===== config.mk =====
export PLATFORM = sky130hd
export DESIGN_NAME = yuv2rgb_engine
export DESIGN_NICKNAME = d
export VERILOG_FILES = /design/src/rtl/yuv2rgb_engine.sv
export SDC_FILE = /design/constraint.sdc
export NUM_CORES = 1
export LEC_CHECK = 0
export ABC_AREA = 1
export CELL_PAD_IN_SITES_DETAIL_PLACEMENT = 1
export CELL_PAD_IN_SITES_GLOBAL_PLACEMENT = 2
export CORE_ASPECT_RATIO = 1.4
export CORE_MARGIN = 2
export CORE_UTILIZATION = 37
export CTS_BUF_LIST = sky130_fd_sc_hd__clkbuf_4
export CTS_CLUSTER_SIZE = 25
export DETAILED_ROUTE_END_ITERATION = 6
export DONT_BUFFER_PORTS = 1
export GPL_TIMING_DRIVEN = 0
export PLACE_DENSITY_LB_ADDON = 0.25
export SLEW_MARGIN = 5
export SYNTH_ARGS = -nofsm -noshare
export SYNTH_HDL_FRONTEND = slang
export SYNTH_SLANG_ARGS = --single-unit
export TNS_END_PERCENT = 10

===== constraint.sdc =====
create_clock -name clk -period 6.35 [get_ports clk]
set_input_delay 0.635 -clock clk [delete_from_list [all_inputs] [get_ports clk]]
set_output_delay 0.635 -clock clk [all_outputs]
set_load 0.005 [all_outputs]

===== src/rtl/yuv2rgb_engine.sv =====
// Self-sequencing YUV444 -> RGB888 frame converter over a shared 16-bit word memory.
// Define YUV_FULL_RANGE_EN for full-range (JPEG) coefficients; limited-range BT.601 otherwise.
module yuv2rgb_engine #(
  parameter int unsigned ADDR_W    = 20,
  parameter int unsigned NUM_WORDS = 38400,
  parameter int unsigned Y_BASE    = 0,
  parameter int unsigned U_BASE    = 38400,
  parameter int unsigned V_BASE    = 76800,
  parameter int unsigned R_BASE    = 115200,
  parameter int unsigned G_BASE    = 153600,
  parameter int unsigned B_BASE    = 192000
) (
  input  logic              clk,
  input  logic              rst,
  input  logic              start,
  output logic              busy,
  output logic              done,
  output logic              R_en,
  output logic [ADDR_W-1:0] R_addr,
  input  logic [15:0]       R_data,
  output logic              W_en,
  input  logic              W_ready,
  output logic [ADDR_W-1:0] W_addr,
  output logic [15:0]       W_data
);

  localparam int unsigned IDX_W = (NUM_WORDS > 1) ? $clog2(NUM_WORDS) : 1;
  localparam logic [IDX_W-1:0] LAST_IDX = IDX_W'(NUM_WORDS - 1);

  typedef enum logic [3:0] {
    S_IDLE, S_RD_Y, S_RD_U, S_RD_V, S_LAT_V, S_CALC, S_WR_R, S_WR_G, S_WR_B, S_FIN
  } state_t;

  state_t            r_state, w_state_nxt;
  logic [IDX_W-1:0]  r_idx, w_idx_nxt;
  logic [15:0]       r_y, r_u, r_v;
  logic [15:0]       r_r_word, r_g_word, r_b_word;
  logic              r_busy, r_done, r_ren, r_wen;
  logic [ADDR_W-1:0] r_raddr, r_waddr;
  logic [15:0]       r_wdata;
  logic              w_busy_nxt, w_done_nxt, w_ren_nxt, w_wen_nxt;
  logic [ADDR_W-1:0] w_raddr_nxt, w_waddr_nxt;
  logic [15:0]       w_wdata_nxt;
  logic [23:0]       w_pix_even, w_pix_odd;
  logic [15:0]       w_r_word, w_g_word, w_b_word;

  // Scale-and-round result saturated to a byte.
  function automatic logic [7:0] clamp8(input logic signed [18:0] acc);
    logic signed [18:0] sh;
    sh = acc >>> 8;
    if (sh < 19'sd0)     return 8'd0;
    else if (|sh[18:8])  return 8'd255;
    else                 return sh[7:0];
  endfunction

  // One pixel conversion; returns {R, G, B}.
  function automatic logic [23:0] pixel(input logic [7:0] y, input logic [7:0] u,
                                        input logic [7:0] v);
    logic signed [18:0] c, d, e, acc_r, acc_g, acc_b;
    d = $signed({11'd0, u}) - 19'sd128;
    e = $signed({11'd0, v}) - 19'sd128;
`ifdef YUV_FULL_RANGE_EN
    c     = $signed({11'd0, y});
    acc_r = 19'sd256 * c + 19'sd359 * e + 19'sd128;
    acc_g = 19'sd256 * c - 19'sd88 * d - 19'sd183 * e + 19'sd128;
    acc_b = 19'sd256 * c + 19'sd454 * d + 19'sd128;
`else
    c     = $signed({11'd0, y}) - 19'sd16;
    acc_r = 19'sd298 * c + 19'sd409 * e + 19'sd128;
    acc_g = 19'sd298 * c - 19'sd100 * d - 19'sd208 * e + 19'sd128;
    acc_b = 19'sd298 * c + 19'sd516 * d + 19'sd128;
`endif
    return {clamp8(acc_r), clamp8(acc_g), clamp8(acc_b)};
  endfunction

  assign w_pix_even = pixel(r_y[7:0],  r_u[7:0],  r_v[7:0]);
  assign w_pix_odd  = pixel(r_y[15:8], r_u[15:8], r_v[15:8]);
  assign w_r_word   = {w_pix_odd[23:16], w_pix_even[23:16]};
  assign w_g_word   = {w_pix_odd[15:8],  w_pix_even[15:8]};
  assign w_b_word   = {w_pix_odd[7:0],   w_pix_even[7:0]};

  // State register
  always_ff @(posedge clk or posedge rst) begin
    if (rst) r_state <= S_IDLE;
    else     r_state <= w_state_nxt;
  end

  // Next state and next registered outputs
  always_comb begin
    w_state_nxt = r_state;
    w_idx_nxt   = r_idx;
    w_busy_nxt  = 1'b0;
    w_done_nxt  = 1'b0;
    w_ren_nxt   = 1'b0;
    w_wen_nxt   = 1'b0;
    w_raddr_nxt = r_raddr;
    w_waddr_nxt = r_waddr;
    w_wdata_nxt = r_wdata;

    case (r_state)
      S_IDLE:  if (start) w_state_nxt = S_RD_Y;
      S_RD_Y:  w_state_nxt = S_RD_U;
      S_RD_U:  w_state_nxt = S_RD_V;
      S_RD_V:  w_state_nxt = S_LAT_V;
      S_LAT_V: w_state_nxt = S_CALC;
      S_CALC:  w_state_nxt = S_WR_R;
      S_WR_R:  if (W_ready) w_state_nxt = S_WR_G;
      S_WR_G:  if (W_ready) w_state_nxt = S_WR_B;
      S_WR_B: begin
        if (W_ready) begin
          if (r_idx == LAST_IDX) begin
            w_state_nxt = S_FIN;
          end else begin
            w_idx_nxt   = r_idx + IDX_W'(1);
            w_state_nxt = S_RD_Y;
          end
        end
      end
      S_FIN: begin
        w_idx_nxt   = '0;
        w_state_nxt = S_IDLE;
      end
      default: w_state_nxt = S_IDLE;
    endcase

    // Outputs follow the state being entered so they are registered yet state-aligned
    case (w_state_nxt)
      S_RD_Y: begin
        w_busy_nxt  = 1'b1;
        w_ren_nxt   = 1'b1;
        w_raddr_nxt = ADDR_W'(Y_BASE) + ADDR_W'(w_idx_nxt);
      end
      S_RD_U: begin
        w_busy_nxt  = 1'b1;
        w_ren_nxt   = 1'b1;
        w_raddr_nxt = ADDR_W'(U_BASE) + ADDR_W'(w_idx_nxt);
      end
      S_RD_V: begin
        w_busy_nxt  = 1'b1;
        w_ren_nxt   = 1'b1;
        w_raddr_nxt = ADDR_W'(V_BASE) + ADDR_W'(w_idx_nxt);
      end
      S_LAT_V, S_CALC: w_busy_nxt = 1'b1;
      S_WR_R: begin
        w_busy_nxt  = 1'b1;
        w_wen_nxt   = 1'b1;
        w_waddr_nxt = ADDR_W'(R_BASE) + ADDR_W'(w_idx_nxt);
        w_wdata_nxt = (r_state == S_CALC) ? w_r_word : r_r_word;
      end
      S_WR_G: begin
        w_busy_nxt  = 1'b1;
        w_wen_nxt   = 1'b1;
        w_waddr_nxt = ADDR_W'(G_BASE) + ADDR_W'(w_idx_nxt);
        w_wdata_nxt = r_g_word;
      end
      S_WR_B: begin
        w_busy_nxt  = 1'b1;
        w_wen_nxt   = 1'b1;
        w_waddr_nxt = ADDR_W'(B_BASE) + ADDR_W'(w_idx_nxt);
        w_wdata_nxt = r_b_word;
      end
      S_FIN:   w_done_nxt = 1'b1;
      default: ;
    endcase
  end

  // Index, sample capture, RGB results and output registers
  always_ff @(posedge clk or posedge rst) begin
    if (rst) begin
      r_idx    <= '0;
      r_y      <= '0;
      r_u      <= '0;
      r_v      <= '0;
      r_r_word <= '0;
      r_g_word <= '0;
      r_b_word <= '0;
      r_busy   <= 1'b0;
      r_done   <= 1'b0;
      r_ren    <= 1'b0;
      r_wen    <= 1'b0;
      r_raddr  <= '0;
      r_waddr  <= '0;
      r_wdata  <= '0;
    end else begin
      r_idx   <= w_idx_nxt;
      r_busy  <= w_busy_nxt;
      r_done  <= w_done_nxt;
      r_ren   <= w_ren_nxt;
      r_wen   <= w_wen_nxt;
      r_raddr <= w_raddr_nxt;
      r_waddr <= w_waddr_nxt;
      r_wdata <= w_wdata_nxt;
      // Read data lands one cycle after its request
      if (r_state == S_RD_U)  r_y <= R_data;
      if (r_state == S_RD_V)  r_u <= R_data;
      if (r_state == S_LAT_V) r_v <= R_data;
      if (r_state == S_CALC) begin
        r_r_word <= w_r_word;
        r_g_word <= w_g_word;
        r_b_word <= w_b_word;
      end
    end
  end

  assign busy   = r_busy;
  assign done   = r_done;
  assign R_en   = r_ren;
  assign R_addr = r_raddr;
  assign W_en   = r_wen;
  assign W_addr = r_waddr;
  assign W_data = r_wdata;

endmodule


==> flow_metrics.tcl, run 1 <==
set metrics [dict create \
    status "finished, violations left" \
    violations "setup timing" \
    cts.clk_slew.worst_paths_ps 180 \
    hold_viol_final 0 \
    ios 80 \
    fin_crit_ps 6670 \
    ff_latch_area_sq_um 4310 \
    crit_type "register to register" \
    final_max_slew_viol_count 0 \
    io_buffers 0 \
    slew_headroom_pct 54.3 \
    antenna_found_initial 2 \
    cts-root-buf "clkbuf_4" \
    core_sq_um 60500 \
    min_period_over_period_pct 105 \
    drive_above_1_share_pct 14.4 \
    cts_tree "built" \
    fmax_mhz 150 \
    die_h_um 296 \
    htreeDepth 4 \
    finalNetCount 3549 \
    skew_ps 40.3 \
    n_fill_cell 7343 \
    synth_cells 2823 \
    crit_slowest_cell "fa_1" \
    antenna_left 0 \
    ys.flop_type "dfrtp_1" \
    ys_ff_latch 172 \
    grt_pass1_wl_mm 113 \
    overflow 0 \
    ys_warn_count 0 \
    synth_most_common_cell "nand2_1" \
    multi_input_area_sq_um 17500 \
    arrival_ps 7220 \
    ys_seq_area_share_pct 19.1 \
    die_w_um 213 \
    max_stage_delay_ps 530 \
    cts_sinks 172 \
    route.vias.total 19000 \
    drt_iter0_drc 579 \
    numCtsBuffers 17 \
    endpoint_kind "register" \
    synth_area_leader_cell "ha_1" \
    min_path_type "primary input to register" \
    firstDrtPassIters 5 \
    grt_max_degree 118 \
    place_inst 3644 \
    rsz0062_at_grt "true" \
    postLayoutSetupSlackWorst_ps -319 \
    final_cells 3755 \
    cp-start-kind "register" \
    synthTopCellsByCount "564 x nand2_1, 506 x inv_1, 476 x ha_1" \
    gr-usage-all-layers_pct 23.1 \
    netlist.area_leader.share_pct 26.4 \
    row_count 107 \
    syn_area_sq_um 22500 \
    syn2layout_area_growth_pct 15.6 \
    crit_fanout 8 \
    routabilityCongestion 0.865 \
    rr_worst_depth 35 \
    worstPathRequired_ps 6900 \
    synth_edf_count 0 \
    finalSetupViolations 48 \
    cts_buffer_depth 2 \
    dpl.hpwl_mm 59.0 \
    clk_latency_ps 680 \
    grt_pass1_vias 20900 \
    routed_wl_mm 70.2 \
    wl_per_cell_um 18.7 \
    vias_per_cell 5.07 \
    synth_cell_types 51 \
    async_reset_ff_share_pct 100 \
    dieArea_sq_um 62900 \
    tightest_slew_ps 686 \
    synth_area_leaders "ha_1 26%, dfrtp_1 19%, fa_1 12%" \
    drc 0 \
    worst_hold_path.num_cells 2 \
    syn_area_per_cell_sq_um 7.98 \
    tns_ps -9140 \
    drv_cap 0 \
    start_util_pct 37.2 \
]
## flip-flops by register name (all words and copies together), names as in the netlist, 4 cells and up
name      count
W_addr       18
r_u          16
r_state       4
r_idx        16
r_g_word     16
r_b_word     16
R_addr       18
r_v          16
r_y          16
r_r_word     16
W_data       16
## cell families after synthesis
kind of cell	share of synthesized area (%)
simple gates	17.0
fa+ha+maj	38.0
buf+inv	9.59
compound gates	11.3
flops	19.1
xor+xnor	5.01
other cells	0.0166
## path summary, 6_finish.rpt
check / slack (ps) / endpoint / start
worst max-delay path: -320 / W_data[15] / r_y[14]
worst min-delay path: 160 / r_y[2] / R_data[2]
worst max register to register: -320 / W_data[15] / r_y[14]
worst min register to register: 500 / r_r_word[12] / r_r_word[12]
max in group asynchronous: 4910 / r_y[6] / rst
min in group asynchronous: 470 / W_addr[15] / rst
## critical path, delay by kind of cell, from the launching register on
family,cells,cell delay (ps)
xor gates and xnor gates,2,400
AOI/OAI and AO/OA,4,540
buffers and inverters,11,930
DFF,1,450
adders and majority gates,9,3270
and+or+nand+nor,9,940
## through the flow
| step | setup slack, ps | hold WS [ps] | area [sq um] | util, % |
|---|---|---|---|---|
| detailed placement | -1270 | 467 | 23700 | 39.2 |
| floorplan | -7.44 | 445 | 22700 | - |
| global placement | -1200 | 465 | 23700 | 39.1 |
| CTS | -354 | 106 | 25400 | 42.0 |
| finish | -319 | 158 | 26000 | 43.0 |
| global route | -647 | 129 | 26000 | 43.0 |
## timing repair
item / 4_1_cts / 5_1_grt
endpoints found under the hold margin: 55 / 0
setup buffers: 50 / 26
pin swaps: 104 / 65
resized for setup: 200 / 111
gates cloned: 0 / 0
hold buffers: 1 / 0
endpoints found under the setup margin: 64 / 64
## per-layer routing
| layer | global-route usage, % | wire length, um | up-vias | share of wire (%) |
|---|---|---|---|---|
| met5 | 0 | 0 | - | 0 |
| met4 | 7.95 | 2200 | 0 | 3.1 |
| met3 | 1.39 | 703 | 83 | 1.0 |
| met2 | 47.1 | 39700 | 152 | 57 |
| met1 | 24.6 | 27600 | 9432 | 39 |
| li1 | - | - | 9353 | - |
## final cells by class
type | instances | share of cell area, %
tap | 817 | 3.93
clock buffer | 17 | 0.490
sequential | 172 | 16.5
clock inverter | 15 | 0.778
antenna | 2 | 0.0192
inverter | 520 | 7.63
buffer | 40 | 0.793
timing repair buffer | 78 | 2.46
multi-input combinational | 2094 | 67.4
## cells in the final DEF (no fill, tap or decap), types with 49 or more instances in the layout
cell and count:
inv_1 459, nand2_1 532, ha_4 53, buf_4 77, fa_1 123, ha_1 418
nor2_1 140, inv_2 49, o21ai_0 133, a21oi_1 134, dfrtp_1 171, xor2_1 65
nand3_1 108
Power of run 1 is left out: the tool's default activity adds up to more than one toggle a clock period on the data nets, which glitch-free logic cannot reach.
==> inputs of run 2 (changes only) <==
--- a/config.mk
+++ b/config.mk
@@ -17,8 +17,9 @@
 export DONT_BUFFER_PORTS = 1
 export GPL_TIMING_DRIVEN = 0
 export PLACE_DENSITY_LB_ADDON = 0.25
+export SETUP_SLACK_MARGIN = 0.02
 export SLEW_MARGIN = 5
 export SYNTH_ARGS = -nofsm -noshare
 export SYNTH_HDL_FRONTEND = slang
 export SYNTH_SLANG_ARGS = --single-unit
-export TNS_END_PERCENT = 10
+export TNS_END_PERCENT = 5
==> run 2 against run 1 <==
Effect of this change:
- the flow still finishes with violations (setup timing)
- first-iteration DRC count increased by 17%
- critical path depth rose by 3
- sequential cell count unchanged
- via count is 0.20% lower
- highest routed layer unchanged
- core utilization about the same
==> flow_metrics.tcl, run 2 (synthesis gave the netlist of run 1 again) <==
set metrics [dict create \
    routed_wl_mm 70.0 \
    tightest_slew_ps 673 \
    final_max_slew_viol_count 0 \
    layout_common_cells "524 x nand2_1, 459 x inv_1, 416 x ha_1" \
    syn2layout_area_growth_pct 15.5 \
    dpl.hpwl_mm 58.8 \
    crit_path_start "r_y[13]" \
    cts-root-buf "clkbuf_4" \
    utilization_pct 43.0 \
    htreeDepth 4 \
    drive_above_1_share_pct 14.3 \
    cp_common_cell "inv_2" \
    layout_commonest_cell "nand2_1" \
    place_ws_ps -1310 \
    crit_type "register to register" \
    antenna_left 0 \
    die_w_um 213 \
    clk_latency_ps 680 \
    drv_cap 0 \
    grt_pass1_vias 21200 \
    rr_startpoint "r_y[13]" \
    worst_hold_path.num_cells 2 \
    min_period_over_period_pct 107 \
    cts_buffer_depth 2 \
    worstPathRequired_ps 6930 \
    antenna_found_initial 1 \
    cts_sinks 172 \
    postLayoutSetupSlackWorst_ps -421 \
    finalSetupViolations 48 \
    ff_latch_area_sq_um 4310 \
    wl_per_cell_um 18.7 \
    crit_slowest_cell "fa_2" \
    min_path_type "primary input to register" \
    hp-start "R_data[3]" \
    firstDrtPassIters 4 \
    max_stage_delay_ps 530 \
    vias_per_cell 5.08 \
    grt_pass1_wl_mm 113 \
    drt_iter0_drc 678 \
    crit_fanout 7 \
    rsz0062_at_grt "true" \
    fin_crit_ps 6770 \
    grt_max_degree 113 \
    status "finished, violations left" \
    rr_worst_depth 38 \
    gr-usage-all-layers_pct 23.1 \
    finalNetCount 3535 \
    numCtsBuffers 17 \
    slew_headroom_pct 55.1 \
    core_sq_um 60500 \
    overflow 0 \
    drc 0 \
    skew_ps 37.4 \
    dieArea_sq_um 62900 \
    hold_viol_final 0 \
    ios 80 \
    die_h_um 296 \
    cp-start-kind "register" \
    start_util_pct 37.2 \
    violations "setup timing" \
    arrival_ps 7350 \
    n_fill_cell 7352 \
    fmax_mhz 148 \
    route.vias.total 19000 \
    io_buffers 0 \
    routabilityCongestion 0.862 \
    row_count 107 \
    endpoint_kind "register" \
    multi_input_area_sq_um 17600 \
    cts_tree "built" \
    cts.clk_slew.worst_paths_ps 180 \
]
-- run 2: through the flow --
step	cells	TNS [ps]	hold WS [ps]	cell area, sq um
finish	3740	-11880	141	26000
detailed placement	3644	-65390	471	23700
global route	3740	-28090	118	26000
global placement	3643	-206670	461	23700
CTS	3720	-10690	85.9	25400
floorplan	2826	0	445	22700
-- run 2: worst max-delay path: cells and delay by family, from the launching register on --
family | cells | cell delay (ps)
adder cells (fa/ha/maj) | 11 | 4060
AND/OR/NAND/NOR | 11 | 890
buffers and inverters | 12 | 780
flip-flops | 1 | 420
AO/OA/AOI/OAI | 3 | 350
XOR/XNOR | 1 | 170
-- run 2: layout make-up --
type | instances | share of cell area, %
repair buffers | 64 | 2.05
well taps | 817 | 3.93
inverters | 520 | 7.62
flip-flops and latches | 172 | 16.5
multi-input cells | 2094 | 67.7
plain buffers | 40 | 0.793
clock buffers | 17 | 0.490
diodes | 1 | 0.00961
clock inverters | 15 | 0.836
-- run 2: path summary, 6_finish.rpt --
check | end | slack, ps
min | r_u[3] | 140
max in group asynchronous | r_y[6] | 4900
max reg2reg | W_data[11] | -420
min in group asynchronous | W_addr[15] | 440
min reg2reg | r_r_word[1] | 510
max | W_data[11] | -420
-- run 2: what timing repair did --
| action | 4_1_cts | 5_1_grt |
|---|---|---|
| hold buffers | 1 | 0 |
| gates resized for setup | 182 | 148 |
| cloned | 0 | 0 |
| pin swaps | 82 | 95 |
| setup buffers | 43 | 19 |
| endpoints found under the hold margin | 60 | 0 |
| setup endpoints to repair | 64 | 64 |
-- run 2: routing by layer --
| layer | routed length, um | part of all wire [%] | GRT usage [%] | vias up |
|---|---|---|---|---|
| li1 | - | - | - | 9332 |
| met4 | 3390 | 4.8 | 11.1 | 0 |
| met2 | 38600 | 55 | 45.9 | 199 |
| met3 | 1180 | 1.7 | 1.92 | 115 |
| met1 | 26900 | 38 | 24.2 | 9336 |
| met5 | 0 | 0 | 0 | - |
Power of run 2 is left out for the same reason.
==> inputs of run 3 (changes only) <==
--- a/config.mk
+++ b/config.mk
@@ -9,17 +9,16 @@
 export CELL_PAD_IN_SITES_DETAIL_PLACEMENT = 1
 export CELL_PAD_IN_SITES_GLOBAL_PLACEMENT = 2
 export CORE_ASPECT_RATIO = 1.4
-export CORE_MARGIN = 2
+export CORE_MARGIN = 10
 export CORE_UTILIZATION = 37
 export CTS_BUF_LIST = sky130_fd_sc_hd__clkbuf_4
 export CTS_CLUSTER_SIZE = 25
 export DETAILED_ROUTE_END_ITERATION = 6
 export DONT_BUFFER_PORTS = 1
-export GPL_TIMING_DRIVEN = 0
 export PLACE_DENSITY_LB_ADDON = 0.25
 export SETUP_SLACK_MARGIN = 0.02
 export SLEW_MARGIN = 5
 export SYNTH_ARGS = -nofsm -noshare
 export SYNTH_HDL_FRONTEND = slang
 export SYNTH_SLANG_ARGS = --single-unit
-export TNS_END_PERCENT = 5
+export TNS_END_PERCENT = 30
==> run 3 against run 2 <==
Effect of this change:
- the flow still finishes with violations (setup timing)
- final cell count is 4.9% higher
- worst setup slack better by 50 ps
- non-clock buffer count is 183 higher
- largest cell class unchanged
==> flow_metrics.tcl, run 3 (synthesis gave the netlist of run 1 again) <==
set metrics [dict create \
    cts_sinks 172 \
    fmax_mhz 149 \
    firstDrtPassIters 4 \
    layout_common_cells "527 x nand2_1, 455 x inv_1, 417 x ha_1" \
    routed_wl_mm 75.5 \
    postLayoutSetupSlackWorst_ps -371 \
    worstPathRequired_ps 7020 \
    io_buffers 0 \
    drv_cap 0 \
    dpl.hpwl_mm 62.6 \
    cp-start-kind "register" \
    wl_per_cell_um 19.2 \
    row_count 107 \
    cts_tree "built" \
    gr-usage-all-layers_pct 21.6 \
    route.met3.wl_mm 2.03 \
    antenna_found_initial 3 \
    route.met2.wl_mm 42.7 \
    htreeDepth 4 \
    max_stage_delay_ps 610 \
    whs_ps 78.4 \
    drive_above_1_share_pct 20.1 \
    layout_commonest_cell "nand2_1" \
    violations "setup timing" \
    top_layer "met5" \
    drc 0 \
    grt_pass1_wl_mm 121 \
    crit_fanout 8 \
    cts.clk_slew.worst_paths_ps 190 \
    vias_per_cell 5.04 \
    finalNetCount 3718 \
    hold_viol_final 0 \
    die_h_um 312 \
    endpoint_kind "register" \
    crit_type "register to register" \
    status "finished, violations left" \
    ios 80 \
    core_sq_um 60600 \
    numCtsBuffers 17 \
    tightest_slew_ps 1220 \
    utilization_pct 45.1 \
    rsz0062_at_grt "true" \
    wl_met1_mm 27.6 \
    overflow 0 \
    min_period_over_period_pct 106 \
    grt_pass1_vias 22400 \
    clk_latency_ps 780 \
    start_util_pct 37.2 \
    syn2layout_area_growth_pct 21.5 \
    die_w_um 229 \
    dieArea_sq_um 71300 \
    crit_slowest_cell "fa_1" \
    arrival_ps 7390 \
    drt_iter0_drc 634 \
    finalSetupViolations 56 \
    final_max_slew_viol_count 0 \
    cts-root-buf "clkbuf_4" \
    fin_crit_ps 6720 \
    antenna_left 0 \
    slew_headroom_pct 18.3 \
    grt_max_degree 81 \
    min_path_type "primary input to register" \
    route.vias.total 19800 \
    cp_common_cell "ha_4" \
    cts_buffer_depth 2 \
    routabilityCongestion 0.895 \
    skew_ps 49.1 \
]
-- run 3: cell types whose count changed in the layout (fill, tap and decap cells not counted), moves of 5 or more --
| cell | change |
|---|---|
| buf_4 | +213 |
| clkbuf_1 | -19 |
| a21oi_2 | +13 |
| buf_2 | -12 |
| a21oi_1 | -10 |
| inv_2 | +9 |
| ha_2 | -6 |
| ha_4 | +5 |
| nand3_2 | +5 |
| o21ai_1 | -5 |
-- run 3: worst max-delay path: cells and delay by family, from the launching register on --
family	cells	cell delay (ps)
fa+ha+maj	10	3580
simple gates	9	870
buf+inv	9	800
compound gates	3	590
flops	1	430
xor+xnor	2	350
-- run 3: metal layers --
metal	up-vias	GRT usage, %
met5	-	0
met4	2	9.62
met3	122	2.97
met2	204	43.5
met1	9779	21.1
li1	9685	-
-- run 3: timing repair --
action | CTS | global route
buffers inserted | 31 | 19
endpoints found under the hold margin | 69 | 0
resized for setup | 188 | 110
setup endpoints to repair | 64 | 64
pin swaps | 107 | 83
hold buffers | 3 | 0
-- run 3: final cells by class --
type / instances / area, sq um
repair buffers: 287 / 2220
clock buffers: 17 / 128
clock inverters: 15 / 209
well taps: 817 / 1020
inverters: 520 / 1960
diodes: 2 / 5.00
flip-flops and latches: 172 / 4300
multi-input cells: 2094 / 17500
fillers: 7337 / 33300
-- run 3: worst paths after layout --
kind	startpoint	endpoint	slack, ps	cells past startpoint
max in group asynchronous	rst	r_y[14]	4690	3
max	r_y[4]	r_r_word[4]	-370	33
max reg2reg	r_y[4]	r_r_word[4]	-370	33
min	R_data[12]	r_v[12]	80	2
min in group asynchronous	rst	r_b_word[2]	390	2
min reg2reg	r_r_word[3]	r_r_word[3]	500	2
-- run 3: metrics by stage --
step | TNS (ps) | setup WS (ps) | area [sq um] | cells
2_1_floorplan | 0 | 22.2 | 22700 | 2826
3_3_place_gp | -26920 | -672 | 25300 | 3838
3_5_place_dp | -33940 | -815 | 25300 | 3838
4_1_cts | -8000 | -402 | 26800 | 3903
5_1_grt | -28780 | -670 | 27400 | 3924
6_report | -8660 | -371 | 27400 | 3924
Power of run 3 is left out for the same reason.
